File: src/rtl/pipe_stage_skid.sv
// rtl/pipe_stage_skid.sv - valid/ready pipeline register with 2-entry skid, flush and stall counter
// Main entry drives the outputs; the skid entry absorbs one beat while downstream stalls.

module pipe_stage_skid #(
  parameter int unsigned        INSTR_W     = 32,
  parameter int unsigned        PC_W        = 32,
  parameter int unsigned        CTRL_W      = 16,
  parameter logic [INSTR_W-1:0] NOP_INSTR   = 'h0000_0013,
  parameter logic [CTRL_W-1:0]  CTRL_BUBBLE = '0,
  parameter logic [PC_W-1:0]    PC_RST      = '0,
  parameter int unsigned        STALL_CNT_W = 16
) (
  input  logic                   clk,
  input  logic                   rst,
  input  logic                   flush,
  input  logic                   in_valid,
  output logic                   in_ready,
  input  logic [INSTR_W-1:0]     in_instr,
  input  logic [PC_W-1:0]        in_pc,
  input  logic [CTRL_W-1:0]      in_ctrl,
  output logic                   out_valid,
  input  logic                   out_ready,
  output logic [INSTR_W-1:0]     out_instr,
  output logic [PC_W-1:0]        out_pc,
  output logic [CTRL_W-1:0]      out_ctrl,
  output logic [1:0]             occupancy,
  output logic [STALL_CNT_W-1:0] stall_cnt
);

  typedef enum logic [1:0] {
    ST_EMPTY = 2'd0,
    ST_ONE   = 2'd1,
    ST_TWO   = 2'd2
  } state_e;

  state_e state_q, state_d;

  logic [INSTR_W-1:0]     main_instr_q, main_instr_d;
  logic [PC_W-1:0]        main_pc_q, main_pc_d;
  logic [CTRL_W-1:0]      main_ctrl_q, main_ctrl_d;
  logic [INSTR_W-1:0]     skid_instr_q, skid_instr_d;
  logic [PC_W-1:0]        skid_pc_q, skid_pc_d;
  logic [CTRL_W-1:0]      skid_ctrl_q, skid_ctrl_d;
  logic [STALL_CNT_W-1:0] stall_q, stall_d;

  logic in_fire;
  logic out_fire;

  // Handshake flags come from registered state only, so out_ready never reaches in_ready.
  assign in_ready  = (state_q != ST_TWO);
  assign out_valid = (state_q == ST_ONE) || (state_q == ST_TWO);
  assign in_fire   = in_valid & in_ready;
  assign out_fire  = out_valid & out_ready;

  assign out_instr = main_instr_q;
  assign out_pc    = main_pc_q;
  assign out_ctrl  = main_ctrl_q;
  assign occupancy = state_q;
  assign stall_cnt = stall_q;

  always_comb begin
    state_d      = state_q;
    main_instr_d = main_instr_q;
    main_pc_d    = main_pc_q;
    main_ctrl_d  = main_ctrl_q;
    skid_instr_d = skid_instr_q;
    skid_pc_d    = skid_pc_q;
    skid_ctrl_d  = skid_ctrl_q;

    if (flush) begin
      // Bubbles keep their PC; only instruction and control are neutralised.
      state_d      = ST_EMPTY;
      main_instr_d = NOP_INSTR;
      main_ctrl_d  = CTRL_BUBBLE;
      skid_instr_d = NOP_INSTR;
      skid_ctrl_d  = CTRL_BUBBLE;
    end else begin
      unique case (state_q)
        ST_EMPTY: begin
          if (in_fire) begin
            main_instr_d = in_instr;
            main_pc_d    = in_pc;
            main_ctrl_d  = in_ctrl;
            state_d      = ST_ONE;
          end
        end
        ST_ONE: begin
          if (in_fire && out_fire) begin
            main_instr_d = in_instr;
            main_pc_d    = in_pc;
            main_ctrl_d  = in_ctrl;
          end else if (out_fire) begin
            main_instr_d = NOP_INSTR;
            main_ctrl_d  = CTRL_BUBBLE;
            state_d      = ST_EMPTY;
          end else if (in_fire) begin
            skid_instr_d = in_instr;
            skid_pc_d    = in_pc;
            skid_ctrl_d  = in_ctrl;
            state_d      = ST_TWO;
          end
        end
        ST_TWO: begin
          if (out_fire) begin
            main_instr_d = skid_instr_q;
            main_pc_d    = skid_pc_q;
            main_ctrl_d  = skid_ctrl_q;
            skid_instr_d = NOP_INSTR;
            skid_ctrl_d  = CTRL_BUBBLE;
            state_d      = ST_ONE;
          end
        end
        default: begin
          state_d      = ST_EMPTY;
          main_instr_d = NOP_INSTR;
          main_ctrl_d  = CTRL_BUBBLE;
          skid_instr_d = NOP_INSTR;
          skid_ctrl_d  = CTRL_BUBBLE;
        end
      endcase
    end
  end

  always_comb begin
    stall_d = stall_q;
    if (out_valid && !out_ready && (stall_q != {STALL_CNT_W{1'b1}})) begin
      stall_d = stall_q + 1'b1;
    end
  end

  always_ff @(posedge clk or posedge rst) begin
    if (rst) begin
      state_q      <= ST_EMPTY;
      main_instr_q <= NOP_INSTR;
      main_pc_q    <= PC_RST;
      main_ctrl_q  <= CTRL_BUBBLE;
      skid_instr_q <= NOP_INSTR;
      skid_pc_q    <= PC_RST;
      skid_ctrl_q  <= CTRL_BUBBLE;
      stall_q      <= '0;
    end else begin
      state_q      <= state_d;
      main_instr_q <= main_instr_d;
      main_pc_q    <= main_pc_d;
      main_ctrl_q  <= main_ctrl_d;
      skid_instr_q <= skid_instr_d;
      skid_pc_q    <= skid_pc_d;
      skid_ctrl_q  <= skid_ctrl_d;
      stall_q      <= stall_d;
    end
  end

endmodule
File: config.mk
export PLATFORM = sky130hd
export DESIGN_NAME = pipe_stage_skid
export DESIGN_NICKNAME = d
export VERILOG_FILES = /design/src/rtl/pipe_stage_skid.sv
export SDC_FILE = /design/constraint.sdc
export NUM_CORES = 1
export LEC_CHECK = 0
export ABC_AREA = 1
export CORE_AREA = 2 2 175 177
export CTS_CLUSTER_SIZE = 28
export DETAILED_ROUTE_END_ITERATION = 10
export DIE_AREA = 0 0 177 179
export SETUP_SLACK_MARGIN = 0.4
export SYNTH_ARGS = -nofsm -noshare
export SYNTH_HDL_FRONTEND = slang
export SYNTH_SLANG_ARGS = --single-unit
File: constraint.sdc
create_clock -name clk -period 13.2 [get_ports clk]
set_input_delay 1.98 -clock clk [delete_from_list [all_inputs] [get_ports clk]]
set_output_delay 1.98 -clock clk [all_outputs]
set_load 0.01 [all_outputs]
==> run summary <==
Status: finished, final reports clean
Non-Filler Instances: 1676
Worst path slowest cell: sky130_fd_sc_hd__nand3_2
Register area share after synthesis: 0.505
CTS tree: yes
Average wire per standard cell: 14.5 um
Critical path peak fanout: 64
Total count of max-transition violations in the final report: 0
Vias after detailed routing: 7871
Number of iterations in the first detailed-routing pass: 5
Cells on worst reg2reg path: 11
H-tree depth: 4
Leading register cell type out of synthesis: sky130_fd_sc_hd__dfrtp_1
EDFF count, synth: 0
Total die area: 0.0317 mm2
Number of max-cap violations: 0
Crit. End Element: flip-flop
Post-CTS Repair Setup Buffers: 0
Hold Path Class: flip-flop to flip-flop
Number of core rows: 64
Final Skew: 0.0143 ns
Area added between synthesis and finish: 29.5%
Number of buffers added to fix hold violations after cts: 0
Die width: 177 um
Most common library cell in the layout ignoring fill and taps: sky130_fd_sc_hd__nand2_1
Final non-filler cell area: 0.0114 mm2
Cell variety after synth: 28
Hold Crit Endpoint: out_instr[1]$_DFFE_PP1P_
Worst-case hold slack: 0.474 ns
Comb pwr share: 0.426
Pin count of the biggest net entering global routing: 108
Portion of the clock cycle consumed by the worst path in the final layout: 0.354
Via density per instance: 4.70
Initial cell density of the core: 0.294
Data required time at the worst endpoint: 13.50 ns
Number of top-level pins: 185
Setup crit start kind: input pin
Initial antenna violation count: 3
Weighted congestion at the end of routability-driven global placement: 0.801
Maximum clock rate: 214 MHz
Clock-pin slew of the registers on the worst-case setup and hold paths: 0.08 ns
Vias in the first global route: 7251
Post-DRT Antenna Nets: 0
IR Drop Worst-Case VDD: 138 uV
Fin crit period: 4.67 ns
Internal portion of total power: 1.44 mW
Iteration-0 DRC Markers: 580
Clock power share: 0.212
Root buffer selected by CTS: sky130_fd_sc_hd__clkbuf_16
GRT Total Usage: 0.155
Worst Setup Slack post-DPL: 8.04 ns
Slew at the pin closest to its max-slew limit: 1.17 ns
Synthesized net count: 1225
Largest incremental delay on the critical path: 0.87 ns
Total Negative Setup Slacks: 0 ns
Chip height: 179 um
Critical path type: input pin to flip-flop
Endpoint of the worst register-to-register path: out_instr[21]$_DFFE_PP0P_
Post-Synthesis Cells: 1134
Portion of total power attributed to sequential cells: 0.362
Hold path cells: 2
Fraction of power spent switching nets: 0.413
Worst skew pair latency: 0.43 ns
TritonCTS sink count: 178
Setup repair after global routing missed its margin: false
Number of buffers added on ports: 184
Number of register bits inferred by synthesis: 178
Setup ws final: 8.53 ns
Setup slack of the worst register-to-register path: 9.70 ns
RR Startpoint: occupancy[0]$_DFFE_PP0P_
Total placed cells including tap cells: 1643
HPWL after DPL: 14800 um
Synth Area per Inst: 7.80 um2
Worst-case clock buffer depth: 2
Worst-case headroom to the max-slew limit: 0.221
Total detailed-routing wirelength: 24200 um
Core box area: 0.0300 mm2
Net Sw Power: 1.02 mW
Final-report hold violation count: 0
Final setup violation count: 0
Count of nets after finishing: 1357
Critical Path, Cell by Cell: clkdlybuf4s50_1 -> inv_2 -> nand2_4 -> nor2_4 -> nand3_2 -> o21ai_0
Data arrival, critical path: 4.98 ns
Power per cell area: 215 mW/mm2
Post_cts resized: 0
Area after detailed placement: 0.0108 mm2
Number of buffers added by the clock tree synthesis step: 17
Share of layout cells above drive strength 1: 0.0618
Cell Area, Synth: 0.00884 mm2
Commonest non-fill, non-tap cells in the layout: 425 x sky130_fd_sc_hd__nand2_1, 191 x sky130_fd_sc_hd__nand3_1, 184 x sky130_fd_sc_hd__clkdlybuf4s50_1
Wire length of the first global-routing pass: 38900 um
Standby leakage power: 5.25 nW
Warning count from the yosys run: 0
Share of synthesized registers carrying an async set or reset: 1.00
DRC violation count after routing: 0
Remaining global-route overflow: 0
Launch instance of the worst min-delay path: out_instr[1]$_DFFE_PP1P_
## metal layers
| metal | routed length [um] | GRT usage | up-vias |
|---|---|---|---|
| met1 | 11600 | 0.216 | 3682 |
| met5 | 27 | 0 | - |
| met4 | 246 | 0.0461 | 4 |
| li1 | - | - | 3945 |
| met3 | 1590 | 0.0380 | 24 |
| met2 | 10800 | 0.236 | 216 |
## cell usage after synthesis, types with 6 or more instances
library cell	number	area share
sky130_fd_sc_hd__xnor2_1	6	0.0059
sky130_fd_sc_hd__clkbuf_1	41	0.017
sky130_fd_sc_hd__ha_1	6	0.0085
sky130_fd_sc_hd__nor2_1	21	0.0089
sky130_fd_sc_hd__o21ai_1	49	0.028
sky130_fd_sc_hd__buf_6	12	0.015
sky130_fd_sc_hd__inv_1	51	0.022
sky130_fd_sc_hd__o21ai_2	12	0.012
sky130_fd_sc_hd__dfstp_2	6	0.018
sky130_fd_sc_hd__nand2_1	425	0.18
sky130_fd_sc_hd__nand3_1	191	0.11
sky130_fd_sc_hd__o21ai_0	93	0.053
sky130_fd_sc_hd__dfrtp_1	172	0.49
sky130_fd_sc_hd__buf_2	16	0.0091
## critical path: cells and delay by family
family,cells,cell delay [ns]
AOI/OAI and AO/OA,1,0.53
and+or+nand+nor,3,1.25
buffers and inverters,2,1.18
## power by group through the flow
| stage | sequential [mW] | combinational, mW | clock (mW) |
|---|---|---|---|
| after global routing | 0.917 | 1.18 | 0.572 |
| after global placement | 0.898 | 1.05 | 0 |
| final | 0.890 | 1.05 | 0.522 |
| after detailed placement | 0.896 | 1.07 | 0 |
| after floorplan | 0.925 | 0.617 | 0 |
| after CTS | 0.891 | 1.07 | 0.543 |
## through the flow
stage,power (mW),util
2_1_floorplan,1.54,-
3_3_place_gp,1.95,0.361
3_5_place_dp,1.97,0.361
4_1_cts,2.51,0.381
5_1_grt,2.67,0.381
6_report,2.46,0.381
## cell families (layout without fill, tap and decap cells)
group / Yosys count / in the layout / share of synthesized area
and+or+nand+nor: 656 / 656 / 0.315
DFF: 178 / 178 / 0.505
AOI/OAI and AO/OA: 156 / 156 / 0.0951
buffers and inverters: 131 / 276 / 0.0701
xor gates and xnor gates: 7 / 7 / 0.00694
adders and majority gates: 6 / 6 / 0.00849
other: 0 / 1 / 0
## sequential cells by signal, summed over array words and instances (netlist names)
| name | flops |
|---|---|
| skid_instr_q | 32 |
| occupancy | 2 |
| out_instr | 32 |
| out_ctrl | 16 |
| out_pc | 32 |
| skid_pc_q | 32 |
| skid_ctrl_q | 16 |
| stall_cnt | 16 |
## area by class of cell
cell class / instances / area [um2]
Inverter: 57 / 224
Timing Repair Buffer: 187 / 1860
Antenna cell: 1 / 2.50
Tap cell: 396 / 495
Clock inverter: 15 / 185
Fill cell: 3090 / 18600
Clock buffer: 17 / 425
Sequential cell: 178 / 4460
Multi-Input combinational cell: 825 / 3790
## worst max-delay path by stage
stage | depth (start not counted) | start | to | slack [ns]
floorplan | 1 | rst | occupancy[0]$_DFFE_PP0P_ | 6.40
global placement | 6 | flush | skid_pc_q[25]$_DFFE_PP0P_ | 8.15
detailed placement | 6 | flush | skid_pc_q[26]$_DFFE_PP0P_ | 8.04
CTS | 6 | flush | skid_pc_q[26]$_DFFE_PP0P_ | 8.49
global route | 6 | flush | skid_pc_q[26]$_DFFE_PP0P_ | 8.19
finish | 6 | flush | skid_pc_q[20]$_DFFE_PP0P_ | 8.53
No activity file was read; power rests on OpenSTA's default activity.
